File: config.mk
export PLATFORM = sky130hd
export DESIGN_NAME = led_scan_ctrl
export DESIGN_NICKNAME = d
export VERILOG_FILES = /design/src/rtl/led_scan_ctrl.sv
export SDC_FILE = /design/constraint.sdc
export NUM_CORES = 1
export LEC_CHECK = 0
export ABC_CLOCK_PERIOD_IN_PS = 2750
export BUFFER_PORTS_ARGS = -buffer_cell sky130_fd_sc_hd__buf_4
export CAP_MARGIN = 20
export CORE_UTILIZATION = 35
export CTS_CLUSTER_SIZE = 40
export DETAILED_ROUTE_END_ITERATION = 16
export GPL_ROUTABILITY_DRIVEN = 0
export PLACE_DENSITY = 0.63
export SYNTH_ARGS = -nofsm -noshare
export SYNTH_HDL_FRONTEND = slang
export SYNTH_SLANG_ARGS = --single-unit
File: constraint.sdc
create_clock -name clk -period 2.75 [get_ports clk]
set_clock_uncertainty 0.2 [all_clocks]
set_input_delay 0.4125 -clock clk [delete_from_list [all_inputs] [get_ports clk]]
set_output_delay 0.4125 -clock clk [all_outputs]
set_load 0.1 [all_outputs]
File: src/rtl/led_scan_ctrl.sv
// rtl/led_scan_ctrl.sv - four-digit multiplexed LED scan controller with frame-synchronous display update
// Optional feature: define LEADING_ZERO_BLANK_EN to keep leading-zero digits dark.
module led_scan_ctrl #(
    parameter int REFRESH_CYCLES = 1024,
    parameter int BLANK_CYCLES   = 16
) (
    input  logic        clk,
    input  logic        rst_n,
    input  logic        en,
    input  logic        load_valid,
    input  logic [15:0] load_data,
    output logic        load_ready,
    output logic [3:0]  char,
    output logic [3:0]  an,
    output logic        frame_start
);

    localparam int MAXC = (REFRESH_CYCLES > BLANK_CYCLES) ? REFRESH_CYCLES : BLANK_CYCLES;
    localparam int CW   = $clog2(MAXC);
    localparam logic [CW-1:0] R_LAST = CW'(REFRESH_CYCLES - 1);
    localparam logic [CW-1:0] B_LAST = CW'(BLANK_CYCLES - 1);

    typedef enum logic {BLANK = 1'b0, SHOW = 1'b1} state_t;

    state_t          state, state_n;
    logic [1:0]      idx, idx_n;
    logic [CW-1:0]   cnt, cnt_n;
    logic [15:0]     active, active_n, pending;
    logic            copy, accept, frame_enter;
    logic [3:0]      an_n, char_n;
    logic            fs_n;

    always_ff @(posedge clk or negedge rst_n) begin
        if (!rst_n) begin
            state <= BLANK;
            idx   <= 2'd0;
            cnt   <= '0;
        end else begin
            state <= state_n;
            idx   <= idx_n;
            cnt   <= cnt_n;
        end
    end

    always_comb begin
        state_n = state;
        idx_n   = idx;
        cnt_n   = cnt + 1'b1;
        if (!en) begin
            state_n = BLANK;
            idx_n   = 2'd0;
            cnt_n   = '0;
        end else begin
            case (state)
                BLANK: if (cnt == B_LAST) begin
                    state_n = SHOW;
                    cnt_n   = '0;
                end
                SHOW: if (cnt == R_LAST) begin
                    state_n = BLANK;
                    cnt_n   = '0;
                    idx_n   = idx + 2'd1;
                end
                default: state_n = BLANK;
            endcase
        end
    end

    // The only point where a new value may take effect is entry into digit 0.
    assign frame_enter = (state == BLANK) && (state_n == SHOW) && (idx == 2'd0);
    assign copy        = frame_enter && !load_ready;
    assign accept      = load_valid && load_ready;
    assign active_n    = copy ? pending : active;

    always_comb begin
        char_n = active_n[{idx_n, 2'b00} +: 4];
        fs_n   = frame_enter;
        an_n   = 4'b1111;
        if (state_n == SHOW) begin
            an_n = ~(4'b0001 << idx_n);
`ifdef LEADING_ZERO_BLANK_EN
            if ((idx_n != 2'd0) && ((active_n >> {idx_n, 2'b00}) == 16'h0000))
                an_n = 4'b1111;
`endif
        end
    end

    // load_ready doubles as "pending empty"; copy and accept are mutually exclusive.
    always_ff @(posedge clk or negedge rst_n) begin
        if (!rst_n) begin
            active     <= 16'h0000;
            pending    <= 16'h0000;
            load_ready <= 1'b1;
        end else begin
            active <= active_n;
            if (copy)
                load_ready <= 1'b1;
            else if (accept) begin
                pending    <= load_data;
                load_ready <= 1'b0;
            end
        end
    end

    always_ff @(posedge clk or negedge rst_n) begin
        if (!rst_n) begin
            an          <= 4'b1111;
            char        <= 4'h0;
            frame_start <= 1'b0;
        end else begin
            an          <= an_n;
            char        <= char_n;
            frame_start <= fs_n;
        end
    end

endmodule
# [After elaboration in Yosys (flattened, before gate mapping)]
# Index checks and enable logic that the tools add are counted.
# Widths: inputs -> output; s select.
[op_classes] n_reduce_logical=8 muxes=15 n_eq_ne=2 bitwise=3 addsub=2 shift=2
[ops] op="$mux 10" count=3
[ops] op="$pmux 10 s2" count=1
[ops] op="$mux 16" count=1
[ops] op="$shiftx 16x5->4" count=1
[ops] op="$add 10x1->10 const B" count=1
[ops] op="$eq 10x10->1 const B" count=1
[ops] op="$eq 10x4->1 const B" count=1
[ops] op="$mux 2" count=3
[ops] op="$mux 1" count=5
[ops] op="$logic_and 1x1->1" count=4
[ops] op="$mux 4" count=1
[ops] op="$not 4->4" count=1
[ops] op="$shl 1x2->4 const A" count=1
[ops] op="$add 2x1->2 const B" count=1
[ops] op="$logic_not 2->1" count=1
[ops] op="$not 1->1" count=2
[ops] op="$pmux 1 s2" count=1
[ops] op="$reduce_and 2->1" count=1
[ops] op="$reduce_bool 2->1" count=1
[ops] op="$logic_not 1->1" count=1
[word_totals] inputBits=20 out_inout_bits=10 elab_cells=41 register_bits=55

# [Depth between registers and ports, before layout]
# Gate-level depths: netlist (run 1).
[logic_depth] word_depth=9 ltp_mapped=8 depth_no_buf=7

# [Worst setup path after synthesis (run 1)]
# OpenSTA, ideal clock, no wires.
[synth_path] path_type="flip-flop to flip-flop" startpoint="register load_ready" endpoint="register char[1]" setup_ns=0.125 arrival_ns=2.280 t_required_ns=2.425 stages_incl_launch_ff=7 path_buffers=1 slack_ns=0.145 path_cell_list="dfstp_2 and4bb_2 nand4b_4 buf_6 mux2_2 mux2_2 mux2_2"
[synth_between] elab_chain_cells=4
[synth_lines] element="start: declaration" line_no="12" rtl="output logic load_ready,"
[synth_lines] element="start signal: assignment" line_no="93" rtl="load_ready <= 1'b1;"
[synth_lines] element="start signal: assignment" line_no="97" rtl="load_ready <= 1'b1;"
[synth_lines] element="start signal: assignment" line_no="100" rtl="load_ready <= 1'b0;"
[synth_lines] element="$logic_not 1->1" line_no="71" rtl="assign copy = frame_enter && !load_ready;"
[synth_lines] element="$logic_and 1x1->1" line_no="71"
[synth_lines] element="$mux 16" line_no="73" rtl="assign active_n = copy ? pending : active;"
[synth_lines] element="named net active_n[13]" line_no="28" rtl="logic [15:0] active, active_n, pending;"
[synth_lines] element="$shiftx 16x5->4" line_no="76" rtl="char_n = active_n[{idx_n, 2'b00} +: 4];"
[synth_lines] element="named net char_n[1]" line_no="30" rtl="logic [3:0] an_n, char_n;"
[synth_lines] element="end signal: assignment" line_no="112" rtl="char <= char_n;"
[synth_lines] element="end: declaration" line_no="13" rtl="output logic [3:0] char,"
# The timed path passes the listed nets, and every way through them passes these cells.
# A chain may end at the register's enable or synchronous reset.

# [Final worst setup path (run 1)]
[layout_path] startpoint="register cnt[0]" endpoint="register char[3]"
[layout_between] elab_chain_cells=9
[layout_lines] element="start: declaration" line_no="27" rtl="logic [CW-1:0] cnt, cnt_n;"
[layout_lines] element="start signal: assignment" line_no="41" rtl="cnt <= cnt_n;"
[layout_lines] element="$eq 10x10->1 or $eq 10x4->1 (tied branches)" line_no="59, 55"
[layout_lines] element="$mux 1 (on tied branches)" line_no="59, 55"
[layout_lines] element="$pmux 1 s2" line_no="54" rtl="case (state)"
[layout_lines] element="$mux 1" line_no="49" rtl="if (!en) begin"
[layout_lines] element="$logic_and 1x1->1 (2 in a row)" line_no="70" rtl="assign frame_enter = (state == BLANK) && (state_n == SHOW) && (idx == 2'd0);"
[layout_lines] element="$logic_and 1x1->1" line_no="71"
[layout_lines] element="$mux 16" line_no="73"
[layout_lines] element="$shiftx 16x5->4 (*)" line_no="76"
[layout_lines] element="named net char_n[3]" line_no="30"
# The timed path passes the listed nets; every way through them passes the cells marked *.

==> results of run 1 <==
layout make-up:
class	count	area share, %
inverters	7	0.968
clock buffers	7	3.18
multi-input cells	99	32.4
clock inverters	1	0.323
repair buffers	31	8.67
flip-flops and latches	55	50.9
well taps	77	3.55
state kept, by name, summed over array words and instances (netlist names):
name	flops
idx	2
frame_start	1
char	4
active	16
load_ready	1
cnt	10
pending	16
an	4
state	1
critical path, cell delays in order, from the launching register on:
cell and delay, ns:
dfrtp_1 0.39, ha_1 0.24, nand4_1 0.16, nor3_2 0.32, mux2i_1 0.22, buf_4 0.22
mux2_2 0.35, mux2_2 0.25
final timing paths:
| kind | endpoint | slack (ns) | cells past startpoint |
|---|---|---|---|
| setup / recovery | char[3]$_DFF_PN0_ | 0.28 | 7 |
| hold / removal | load_ready$_DFFE_PN1P_ | 0.06 | 2 |
| setup reg to reg | char[3]$_DFF_PN0_ | 0.28 | 7 |
| hold reg to reg | cnt[0]$_DFF_PN0_ | 0.29 | 1 |
| max in group asynchronous | frame_start$_DFF_PN0_ | 1.42 | 2 |
| min in group asynchronous | pending[2]$_DFFE_PN0P_ | 0.48 | 2 |
report_power, final:
group | internal [mW] | leakage, nW | switching [mW]
clock | 0.207 | 0.0484 | 0.253
sequential | 0.833 | 0.734 | 0.0136
combinational | 0.0374 | 0.550 | 0.0308
total | 1.08 | 1.33 | 0.297
kinds of logic (layout without fill, tap and decap cells):
group,Yosys count,after routing
AOI/OAI and AO/OA,2,2
xor gates and xnor gates,9,9
adders and majority gates,2,2
buffers and inverters,12,46
DFF,55,55
muxes,45,45
and+or+nand+nor,41,41
layer usage:
layer	routed length [microns]	global-route usage (%)	vias to the layer above	share of wire (%)
met5	0	0	-	0
met2	1680	17.7	23	45
met4	72	4.62	0	1.9
met1	1860	16.5	637	50
met3	145	3.28	6	3.9
li1	-	-	633	-
what timing repair did:
action | 4_1_cts | 5_1_grt
endpoints found under the setup margin | 0 | 0
endpoints found under the hold margin | 50 | 0
hold buffers | 1 | 0
through the flow:
stage	util (%)	instances	instance area (sq um)	total power, mW	hold slack, ns
final	42.5	277	2710	1.37	0.0638
after detailed placement	40.9	268	2610	0.932	0.273
after global placement	40.9	268	2610	0.931	0.274
after CTS	42.5	277	2710	1.40	0.0637
after floorplan	-	166	2320	0.886	-0.0831
after global routing	42.5	277	2710	1.43	0.0685
placed cells by master (no fill, tap or decap), types with 2 or more instances in the layout:
cell	instances
inv_1	7
mux2_2	44
and2_1	2
xor2_1	6
dfrtp_1	50
clkbuf_8	6
buf_4	30
ha_1	2
nand2b_1	2
nand2_1	5
nor2_1	12
xnor2_1	3
nand3_1	8
nand4_1	3
dfstp_2	5
==> summary by stage, run 1 <==
Route
The total iterations of the first detailed-routing run is 4. For this block, the routed nets add up to approximately 3.8 mm of wire. The number of remaining DRC errors is 0. The count of nets left with antenna violations after detail routing is 0. In the final routed layout, each cell accounts on average for between 10 and 15 microns.

The average vias per placed instance is about 4.7. For this block, the initial DRC count from the detailed router was between 40 and 50. The routed layout has between 1,000 and 1,500 vias.

STA
The final count of hold timing violations is 0. The number of endpoints failing setup at the final stage is 0. Derived from the worst setup path, the maximum achievable clock frequency is between 400 and 500 MHz. Subtracting the final worst setup slack from the clock period gives approximately 2.5 ns. Setup total negative slack on the finished layout was measured at 0 ns. The worst-case headroom to the max-slew limit is 51.2%. The share of the clock period used by the worst path is 89.8%. The slew at the pin with the worst max-slew slack is ~0.73 ns. The post-layout worst setup margin is 0.280 ns. The total count of max-transition violations in the final report is 0. Setup repair after global routing left no endpoint under its margin.

Placement
The count of port buffers added during placement is 29. Summed over all nets, the half-perimeter wirelength after detailed placement is approximately 2.5 mm. OpenSTA, run right after detailed placement, puts the worst setup slack at 0.264 ns.

Logic synthesis
In this run the mean area of a mapped cell was ~14 sq um. The cell count after synthesis came out at ~170. The most numerous cell in the Yosys netlist is dfrtp_1. The top cell type by area accounts for 53.9% of the synthesized area. The synthesized netlist net count is ~190. Sorting the synthesized cells by how often they occur yields dfrtp_1, mux2_2, nor2_1. The share of flip-flops with an asynchronous set or reset is 100%.

Summing every instance area after synthesis gives 2320 sq um. After Yosys synthesis, XOR and XNOR cells account for roughly 3.4% of the synthesized area. After synthesis, the share of cell area in mux cells is 21.8%. The adder and majority gate portion of the synthesized area is about 1.1%. The commonest register cell after synthesis is dfrtp_1. After synthesis, the cell types taking the most area are dfrtp_1, mux2_2, dfstp_2. After synthesis, the largest family of logic cells by area is multiplexers. The number of distinct library cell variants in the gate-level netlist after synthesis is 27. The yosys synthesis warning count is 0. After synthesis the netlist holds a flip-flop and latch count of between 50 and 60. The basic-gate share of the synthesized area counting and, or, nand and nor cells is ~11%.

The largest area contributor in the synthesized netlist is dfrtp_1. The share of the synthesized area in compound gates (AO/OA/AOI/OAI) is 0.539%. The post-synthesis sequential area ratio is between 50% and 60%. The number of synthesized flops with an enable pin is 0.

Clocking
The clock passes through at most 2 buffers. For this design, the sink count on the clock tree is 55. Post-CTS timing repair inserted 0 buffers for setup. The clock latency reported for the late side of the worst-skew pair is roughly 0.30 ns. The cell at the root of the clock tree is clkbuf_8. TritonCTS built the clock tree. Buffers inserted during clock tree synthesis total 5. The clock tree synthesis step divided the H-tree into 2 levels. The clock slew at the register clock pins of the worst setup and hold paths is roughly 0.1 ns.

The number of gates given a new drive strength after cts is 0.

Job
The number of max-cap violations is 0.

Worst setup path
STA classifies the critical path endpoint as a register. The top fanout value on the critical path is 12. The startpoint identified for the worst register-to-register timing path is cnt[0]$_DFF_PN0_. The critical path data required time is about 2.8 ns. The timing startpoint of the critical path is cnt[0]$_DFF_PN0_.

The critical path launch point type is a register. The setup path with the least slack is of type register to register. The worst path arrival time is between 2 and 2.5 ns.

Cells and area
In the final layout, the multi-input gates occupy 878 sq um. The final net count is about 220. The layout has 616 filler cells. 0 antenna diodes ended up in the layout.

The register area is between 1000 and 1500 sq um. The post-route netlist has 46.0% of its cells at a drive strength greater than 1. The area added between synthesis and finish is 16.9%.

Global route
The overall global routing resource usage is 11.9%. The first global-routing pass estimated 6.47 mm of wire. The pin count of the biggest net entering global routing is between 50 and 60. The number of global-route vias before repair is around 1,300. The initial antenna violation count is 0. Global routing finished with a remaining overflow of 0.

Floorplanning
The area inside the core boundary is 6390 sq um. The die footprint is 6960 sq um. The number of cell rows is 29.

The initial cell density of the core is around 36%. In this run the vertical extent of the chip is 83.4 microns. The number of ports placed on the die boundary is 30. The die width is about 83 microns.

Pwr
IR analysis of the VDD net gives a maximum drop of 0.338 mV. In this run the static leakage power is about 1.3 nW. The power density over the cells is between 500 and 600 nW/um^2.

Hold path
In this run the most critical hold path is launched from load_valid. The path class of the tightest hold or removal check is input pin to register.

Status
The run finished with clean final reports.
No activity file was read; power rests on OpenSTA's default activity.
==> run 2: changes to the inputs <==
--- a/config.mk
+++ b/config.mk
@@ -5,14 +5,15 @@
 export SDC_FILE = /design/constraint.sdc
 export NUM_CORES = 1
 export LEC_CHECK = 0
+export ABC_AREA = 1
 export ABC_CLOCK_PERIOD_IN_PS = 2750
 export BUFFER_PORTS_ARGS = -buffer_cell sky130_fd_sc_hd__buf_4
 export CAP_MARGIN = 20
-export CORE_UTILIZATION = 35
+export CORE_UTILIZATION = 57
 export CTS_CLUSTER_SIZE = 40
 export DETAILED_ROUTE_END_ITERATION = 16
 export GPL_ROUTABILITY_DRIVEN = 0
-export PLACE_DENSITY = 0.63
+export PLACE_DENSITY = 0.88
 export SYNTH_ARGS = -nofsm -noshare
 export SYNTH_HDL_FRONTEND = slang
 export SYNTH_SLANG_ARGS = --single-unit
==> summary by stage, run 2 <==
Logic synthesis
The most common cell in the synthesized netlist is inv_1. The share of the synthesized area in the top cell type is 48.6% (-5.3 points). The yosys synthesis warning count was 0 (unchanged). The synthesized netlist net count was 320 (+70%). The number of synthesized flops with an enable pin is 0 (unchanged).

The post-synthesis sequential area ratio is 53.7% (-5.9 points). The synthesized flop and latch total was 55 (unchanged). The cell area after synthesis is 2570 sq um (+11%).

The number of distinct library cell variants in the gate-level netlist after synthesis is 27 (unchanged). The average size of a mapped cell came to 8.64 sq um (-38%). The synthesized design spends more area on one cell type than any other, namely dfrtp_1. The commonest cells after synthesis are inv_1, dfrtp_1, nand2_1.

The share of flip-flops with an asynchronous set or reset came to 100% (unchanged). Yosys attributes the largest share of cell area to dfrtp_1, inv_1, nand3_1. The instance count of the mapped netlist came to 298 (+80%). Among all flip-flop cells after synthesis, the most frequent one is dfrtp_1.

Clocking
The maximum count of clock buffers along a single path was 2 (unchanged). The clock sink count was 55 (unchanged). The clock latency reported for the late side of the worst-skew pair came to 0.31 ns (about the same). The cell at the root of the clock tree is clkbuf_8. The number of gates given a new drive strength after cts is 0 (unchanged).

TritonCTS built the clock tree. The number of buffers added to fix hold violations after cts is 1 (unchanged). The clock slew at the register clock pins of the worst setup and hold paths was 0.09 ns (about the same). The depth of the CTS H-tree is 2 (unchanged). The number of setup buffers added after CTS was 0 (unchanged). The CTS buffer count is 5 (unchanged).

STA
The worst-case headroom to the max-slew limit was 38.0% (-13 points). The worst hold margin came to 0.139 ns (+0.0749 ns). The clock period minus final worst setup slack was 2.17 ns (-0.297 ns). The share of the clock period used by the worst path is 79.0% (-11 points).

Setup repair after global routing left no endpoint under its margin. The slew at the pin with the worst max-slew slack came to 0.928 ns (+0.198 ns). The number of endpoints failing setup at the final stage is 0 (unchanged).

The post-layout worst setup margin was 0.577 ns (+0.297 ns). The final total negative setup slack is 0 ns (unchanged). The total count of max-transition violations in the final report is 0 (unchanged). The final count of hold timing violations came to 0 (unchanged).

The maximum frequency from static timing analysis was 460 MHz (+14%).

Route
The total iterations of the first detailed-routing run came to 4 (unchanged). The average vias per placed instance is 4.99 (+6.5%). The number of vias after detailed routing was 1,913 (+47%). The DRC marker count from the first detailed-route iteration is 104 (+130%). The number of remaining DRC errors is 0 (unchanged). The average wire per standard cell is 12.3 microns (-9.1%). The aggregate routed wire length is 4.72 mm (+26%).

The count of nets left with antenna violations after detail routing is 0 (unchanged).

Global route
The final global-route overflow total is 0 (unchanged). The number of global-route vias before repair came to 1,768 (+34%). The pin count of the biggest net entering global routing is 56 (unchanged). The global-route wire length before repair was 8.20 mm (+27%). The overall global routing resource usage is 21.8% (+9.9 points). The initial antenna violation count came to 0 (unchanged).

Worst setup path
The critical path launch point type is a register. The register-to-register setup slack is 0.58 ns (+0.30 ns). The worst path arrival time is 2.19 ns (-0.28 ns). In this run the worst setup path terminates at char[1]$_DFF_PN0_. In this run the worst setup path begins at cnt[0]$_DFF_PN0_.

The category of the critical setup timing path is register to register. The worst register-to-register path ends at char[1]$_DFF_PN0_. The top fanout value on the critical path was 17 (+5). The nature of the critical path endpoint is a register. The depth of the worst register-to-register path is 11 (+4). The critical path data required time is 2.77 ns (+0.02 ns). The startpoint identified for the worst register-to-register timing path is cnt[0]$_DFF_PN0_.

Cells and area
The area added between synthesis and finish is 14.8%. The largest registers in the layout are active (16), pending (16), cnt (10). The final net count is 352 (+59%).

The library cell used most frequently in the layout, excluding fill and tap cells, is inv_1. In the layout the commonest cells are inv_1, dfrtp_1, nand2_1. The share of layout cells above drive strength 1 is 18.4% (-28 points).

The utilization after layout came to 67.9% (+25 points). The count of fill cells added during filler insertion came to 341 (-45%). The number of diodes added for antenna fixing is 0 (unchanged).

Pwr
The power density over the cells was 481 nW/um^2 (-5.0%). The worst-case vdd ir drop is 0.443 mV (+31%). The overall power of the completed layout is 1.42 mW (+3.4%). The leakage power came to 1.48 nW (+11%).

Hold path
The path class of the tightest hold or removal check is input pin to register.

Floorplanning
The die footprint is 4790 sq um (-31%). The area inside the core boundary is 4350 sq um (-32%). The number of ports placed on the die boundary is 30 (unchanged). The die width is 69.2 microns (-17%). The number of cell rows is 24 (-17%). The initial cell density of the core is 59.1% (+23 points). The die height is 69.2 microns (-17%).

Status
The run finished with clean final reports.

Placement
The count of port buffers added during placement is 29 (unchanged). The final HPWL from detailed placement was 3.28 mm (+33%). The setup slack after placement came to 0.623 ns (+0.359 ns).

Job
The number of max-cap violations is 0 (unchanged).
[run 2: cell types whose count changed in the layout (fill, tap and decap cells not counted), sizes merged, moves of 14 or more]
cell / delta
nand3: +32
a21oi: +17
nor2: +28
nand2: +41
mux2: -44
and2: +14
inv: +50
[run 2: area by class of cell]
cell class	count	area [sq um]	area share, %
sequential	55	1380	46.8
inverter	58	218	7.37
clock inverter	2	35.0	1.19
tap	52	65.1	2.20
timing repair buffer	31	235	7.96
clock buffer	6	82.6	2.79
multi-input combinational	179	937	31.7
[run 2: power breakdown]
part           internal, mW  leakage (nW)  switching [mW]  total (mW)
sequential            0.814         0.561         0.00355       0.817
combinational        0.0239         0.855          0.0299      0.0537
clock                 0.295        0.0612           0.256       0.551
[run 2: worst min path at each step]
stage | startpoint | to | slack (ns) | cells after the start
after floorplan | rst_n | active[0]$_DFF_PN0_ | -0.08 | 0
after global placement | cnt[0]$_DFF_PN0_ | cnt[0]$_DFF_PN0_ | 0.24 | 1
after detailed placement | cnt[0]$_DFF_PN0_ | cnt[0]$_DFF_PN0_ | 0.26 | 1
after CTS | load_data[3] | pending[3]$_DFFE_PN0P_ | 0.13 | 3
after global routing | load_data[13] | pending[13]$_DFFE_PN0P_ | 0.14 | 3
final | load_data[3] | pending[3]$_DFFE_PN0P_ | 0.14 | 3
[run 2: worst max-delay path, stage by stage, from the launching register on]
cell	delay (ns)
dfrtp_1	0.42
ha_1	0.24
nand3_1	0.16
inv_2	0.10
nand3_4	0.09
nand2_4	0.08
nor2_4	0.33
nand3_1	0.15
nand3_1	0.11
nand2_1	0.07
inv_1	0.06
nand2_1	0.05
[run 2: metal layers]
metal  vias up  share of wire, %  wire length (microns)  track usage, %
li1        972                 -                      -               -
met1       893                46                   2190            29.5
met2        43                49                   2290            34.7
met3         5               4.2                    196            5.23
met4         0              0.93                     44            6.80
met5         -                 0                      0               0
[run 2: metrics by stage]
step,instances,cell area [sq um]
CTS,383,2960
detailed placement,374,2830
global placement,374,2830
floorplan,298,2570
finish,383,2960
global route,383,2960
[run 2: kinds of logic after synthesis]
| kind of cell | Yosys count | synth area share, % |
|---|---|---|
| AND/OR/NAND/NOR | 151 | 29.2 |
| buffers and inverters | 64 | 9.91 |
| flip-flops | 55 | 53.7 |
| AO/OA/AOI/OAI | 19 | 3.84 |
| XOR/XNOR | 7 | 2.38 |
| adder cells (fa/ha/maj) | 2 | 0.972 |
==> run 3: changes to the inputs <==
--- a/config.mk
+++ b/config.mk
@@ -6,7 +6,7 @@
 export NUM_CORES = 1
 export LEC_CHECK = 0
 export ABC_AREA = 1
-export ABC_CLOCK_PERIOD_IN_PS = 2750
+export ABC_CLOCK_PERIOD_IN_PS = 2200
 export BUFFER_PORTS_ARGS = -buffer_cell sky130_fd_sc_hd__buf_4
 export CAP_MARGIN = 20
 export CORE_UTILIZATION = 57
==> constraint.sdc (replaced) <==
create_clock -name clk -period 2.2 [get_ports clk]
set_clock_uncertainty 0.2 [all_clocks]
set_input_delay 0.33 -clock clk [delete_from_list [all_inputs] [get_ports clk]]
set_output_delay 0.33 -clock clk [all_outputs]
set_load 0.1 [all_outputs]
==> summary by stage, run 3 (synthesis gave the netlist of run 2 again) <==
Status
The flow ran to the end, and the final reports show no timing, DRC or antenna violations.

Clocking
The clock slew at the register clock pins of the worst setup and hold paths is 0.09 ns (about the same). TritonCTS built the clock tree. The clock latency reported for the late side of the worst-skew pair is 0.31 ns (about the same).

The CTS buffer count is 5 (unchanged). Clock tree synthesis selected as its root buffer the cell clkbuf_8. The maximum count of clock buffers along a single path was 2 (unchanged). The depth of the CTS H-tree is 2 (unchanged). The clock sink count came to 55 (unchanged).

Route
The highest metal layer with signal wires is met4. The detailed-routing wirelength on met1 is 2.06 mm (-5.7%). The total iterations of the first detailed-routing run came to 4 (unchanged). The routed wire length on met2 is 2.67 mm (+17%). The aggregate routed wire length was 5.09 mm (+7.9%). The average vias per placed instance is 5.17 (+3.6%).

The number of vias after detailed routing is 1,997 (+4.4%). The length of routed met3 wiring came to 272 microns (+39%). The average wire per standard cell is 13.2 microns (+7.1%). The number of remaining DRC errors is 0 (unchanged). The DRC marker count from the first detailed-route iteration is 135 (+30%).

The count of nets left with antenna violations after detail routing is 0 (unchanged).

STA
The final count of hold timing violations is 0 (unchanged). The share of the clock period used by the worst path is 94.8% (+16 points). The total count of max-transition violations in the final report is 0 (unchanged). The slew at the pin with the worst max-slew slack is 0.675 ns (-0.253 ns). The clock period minus final worst setup slack came to 2.08 ns (-0.0876 ns).

The number of endpoints failing setup at the final stage is 0 (unchanged). The worst-case headroom to the max-slew limit is 55.0% (+17 points). Setup repair after global routing could not meet its margin everywhere. The final total negative setup slack is 0 ns (unchanged). The maximum frequency from static timing analysis is 480 MHz (+4.2%).

Cells and area
The register area is 1380 sq um (unchanged). The number of diodes added for antenna fixing is 0 (unchanged). The count of fill cells added during filler insertion was 331 (-2.9%). The share of layout cells above drive strength 1 was 18.9% (+0.43 points). The area growth from synthesis to layout is 15.9%. The final net count is 355 (+0.85%). The largest registers in the layout are active (16), pending (16), cnt (10). Leaving out fill and tap cells, the most frequent cell in the layout is inv_1. The multi-input combinational cell area is 975 sq um (+4.0%). The library cells used most frequently in the layout, excluding fill and tap cells, are inv_1, dfrtp_1, nand2_1. The final instance area came to 2980 sq um (+0.97%).

Floorplanning
The number of cell rows came to 24 (unchanged). The initial cell density of the core is 59.1% (unchanged). The area inside the core boundary was 4350 sq um (unchanged).

The die height is 69.2 microns (unchanged). The number of ports placed on the die boundary is 30 (unchanged). The die width is 69.2 microns (unchanged). The die footprint is 4790 sq um (unchanged).

Worst setup path
The delay of the slowest cell on the worst path was 0.38 ns (-0.04 ns). The register-to-register setup slack is 0.12 ns (-0.46 ns). The top fanout value on the critical path is 17 (unchanged). The depth of the worst register-to-register path is 11 (unchanged). The nature of the critical path endpoint is a register. The critical path buffer and inverter count was 2 (unchanged). The endpoint identified for the worst register-to-register timing path is char[2]$_DFF_PN0_.

The critical path data required time was 2.21 ns (-0.56 ns). Counting stages on the worst path, the most repeated cell is nand3_1. The slowest stage of the critical path belongs to the cell dfrtp_1. The worst path arrival time is 2.09 ns (-0.10 ns). The startpoint identified for the worst register-to-register timing path is cnt[0]$_DFF_PN0_. The critical path launch point type is a register.

Walking the worst path, the cells encountered are ha_1 > nand3_1 > nor2_1 > nand4_1 > nor2_4 > buf_12 > nand3_1 > nand3_1 > nand2_1 > inv_1 > nand2_1. The family of cells with the greatest summed delay on the critical path is simple AND/OR/NAND/NOR gates. The critical path is of the register to register type.

Pwr
The leakage power is 1.47 nW (-0.42%). The worst-case vdd ir drop is 0.417 mV (-5.8%). The power density over the cells is 545 nW/um^2 (+13%).

Global route
The final global-route overflow total is 0 (unchanged). The number of global-route vias before repair came to 1,906 (+7.8%). The initial antenna violation count is 0 (unchanged). The pin count of the biggest net entering global routing is 56 (unchanged). The global-route wire length before repair came to 8.39 mm (+2.3%). The overall global routing resource usage is 22.0% (+0.22 points).

Placement
The count of port buffers added during placement is 29 (unchanged). The post-place instance area is 2840 sq um (+0.27%). The final HPWL from detailed placement came to 3.33 mm (+1.4%).

Hold path
The worst hold path depth is 3 (unchanged). The path category of the worst min-delay check is input pin to register. The worst hold path terminates at pending[12]$_DFFE_PN0P_. The startpoint identified for the worst hold timing path is load_data[12].

Job
The number of max-cap violations is 0 (unchanged).
[run 3: through the flow]
stage	hold WS (ns)	utilization [%]	worst slack [ns]	instances	power [mW]
detailed placement	0.213	65.1	0.0543	375	1.11
global route	0.0642	68.5	-0.0166	386	1.69
finish	0.0590	68.5	0.115	386	1.63
global placement	0.202	65.1	0.160	375	1.11
floorplan	-0.166	-	0.142	298	1.06
CTS	0.0644	67.2	0.0204	384	1.63
[run 3: metal layers]
| layer | vias up | track usage [%] |
|---|---|---|
| met5 | - | 0 |
| met4 | 0 | 8.84 |
| met3 | 9 | 3.78 |
| met2 | 65 | 37.2 |
| met1 | 944 | 28.1 |
| li1 | 979 | - |
[run 3: worst reg2reg max path: stages (launching register included)]
cell and delay (ns):
dfrtp_1 0.38, ha_1 0.20, nand3_1 0.16, nor2_1 0.18, nand4_1 0.16, nor2_4 0.16, buf_12 0.15, nand3_1 0.12
nand3_1 0.13, nand2_1 0.06, inv_1 0.05, nand2_1 0.05
[run 3: power breakdown]
part / total, mW / switching [mW] / internal, mW / leakage (nW)
combinational: 0.0684 / 0.0386 / 0.0298 / 0.867
sequential: 1.02 / 0.00387 / 1.02 / 0.561
clock: 0.537 / 0.312 / 0.224 / 0.0422
total: 1.63 / 0.355 / 1.27 / 1.47
[run 3: how the worst max path moves through the flow]
stage,startpoint,to,slack (ns),cells past startpoint
after global routing,cnt[0]$_DFF_PN0_,char[0]$_DFF_PN0_,-0.02,11
after floorplan,load_ready$_DFFE_PN1P_,char[0]$_DFF_PN0_,0.14,8
after global placement,cnt[0]$_DFF_PN0_,char[2]$_DFF_PN0_,0.16,11
after detailed placement,cnt[0]$_DFF_PN0_,char[2]$_DFF_PN0_,0.05,10
after CTS,cnt[0]$_DFF_PN0_,char[0]$_DFF_PN0_,0.02,11
final,cnt[0]$_DFF_PN0_,char[2]$_DFF_PN0_,0.12,11
[run 3: final cells by class]
type / count / area share, %
flip-flops and latches: 55 / 46.3
clock inverters: 1 / 0.168
repair buffers: 33 / 8.81
multi-input cells: 180 / 32.7
well taps: 52 / 2.18
clock buffers: 7 / 2.56
inverters: 58 / 7.30
[run 3: repair_timing]
action	in CTS	in global routing
resized for setup	0	5
endpoints found under the setup margin	0	19
endpoints found under the hold margin	50	0
buffers inserted	0	1
hold buffers	1	0
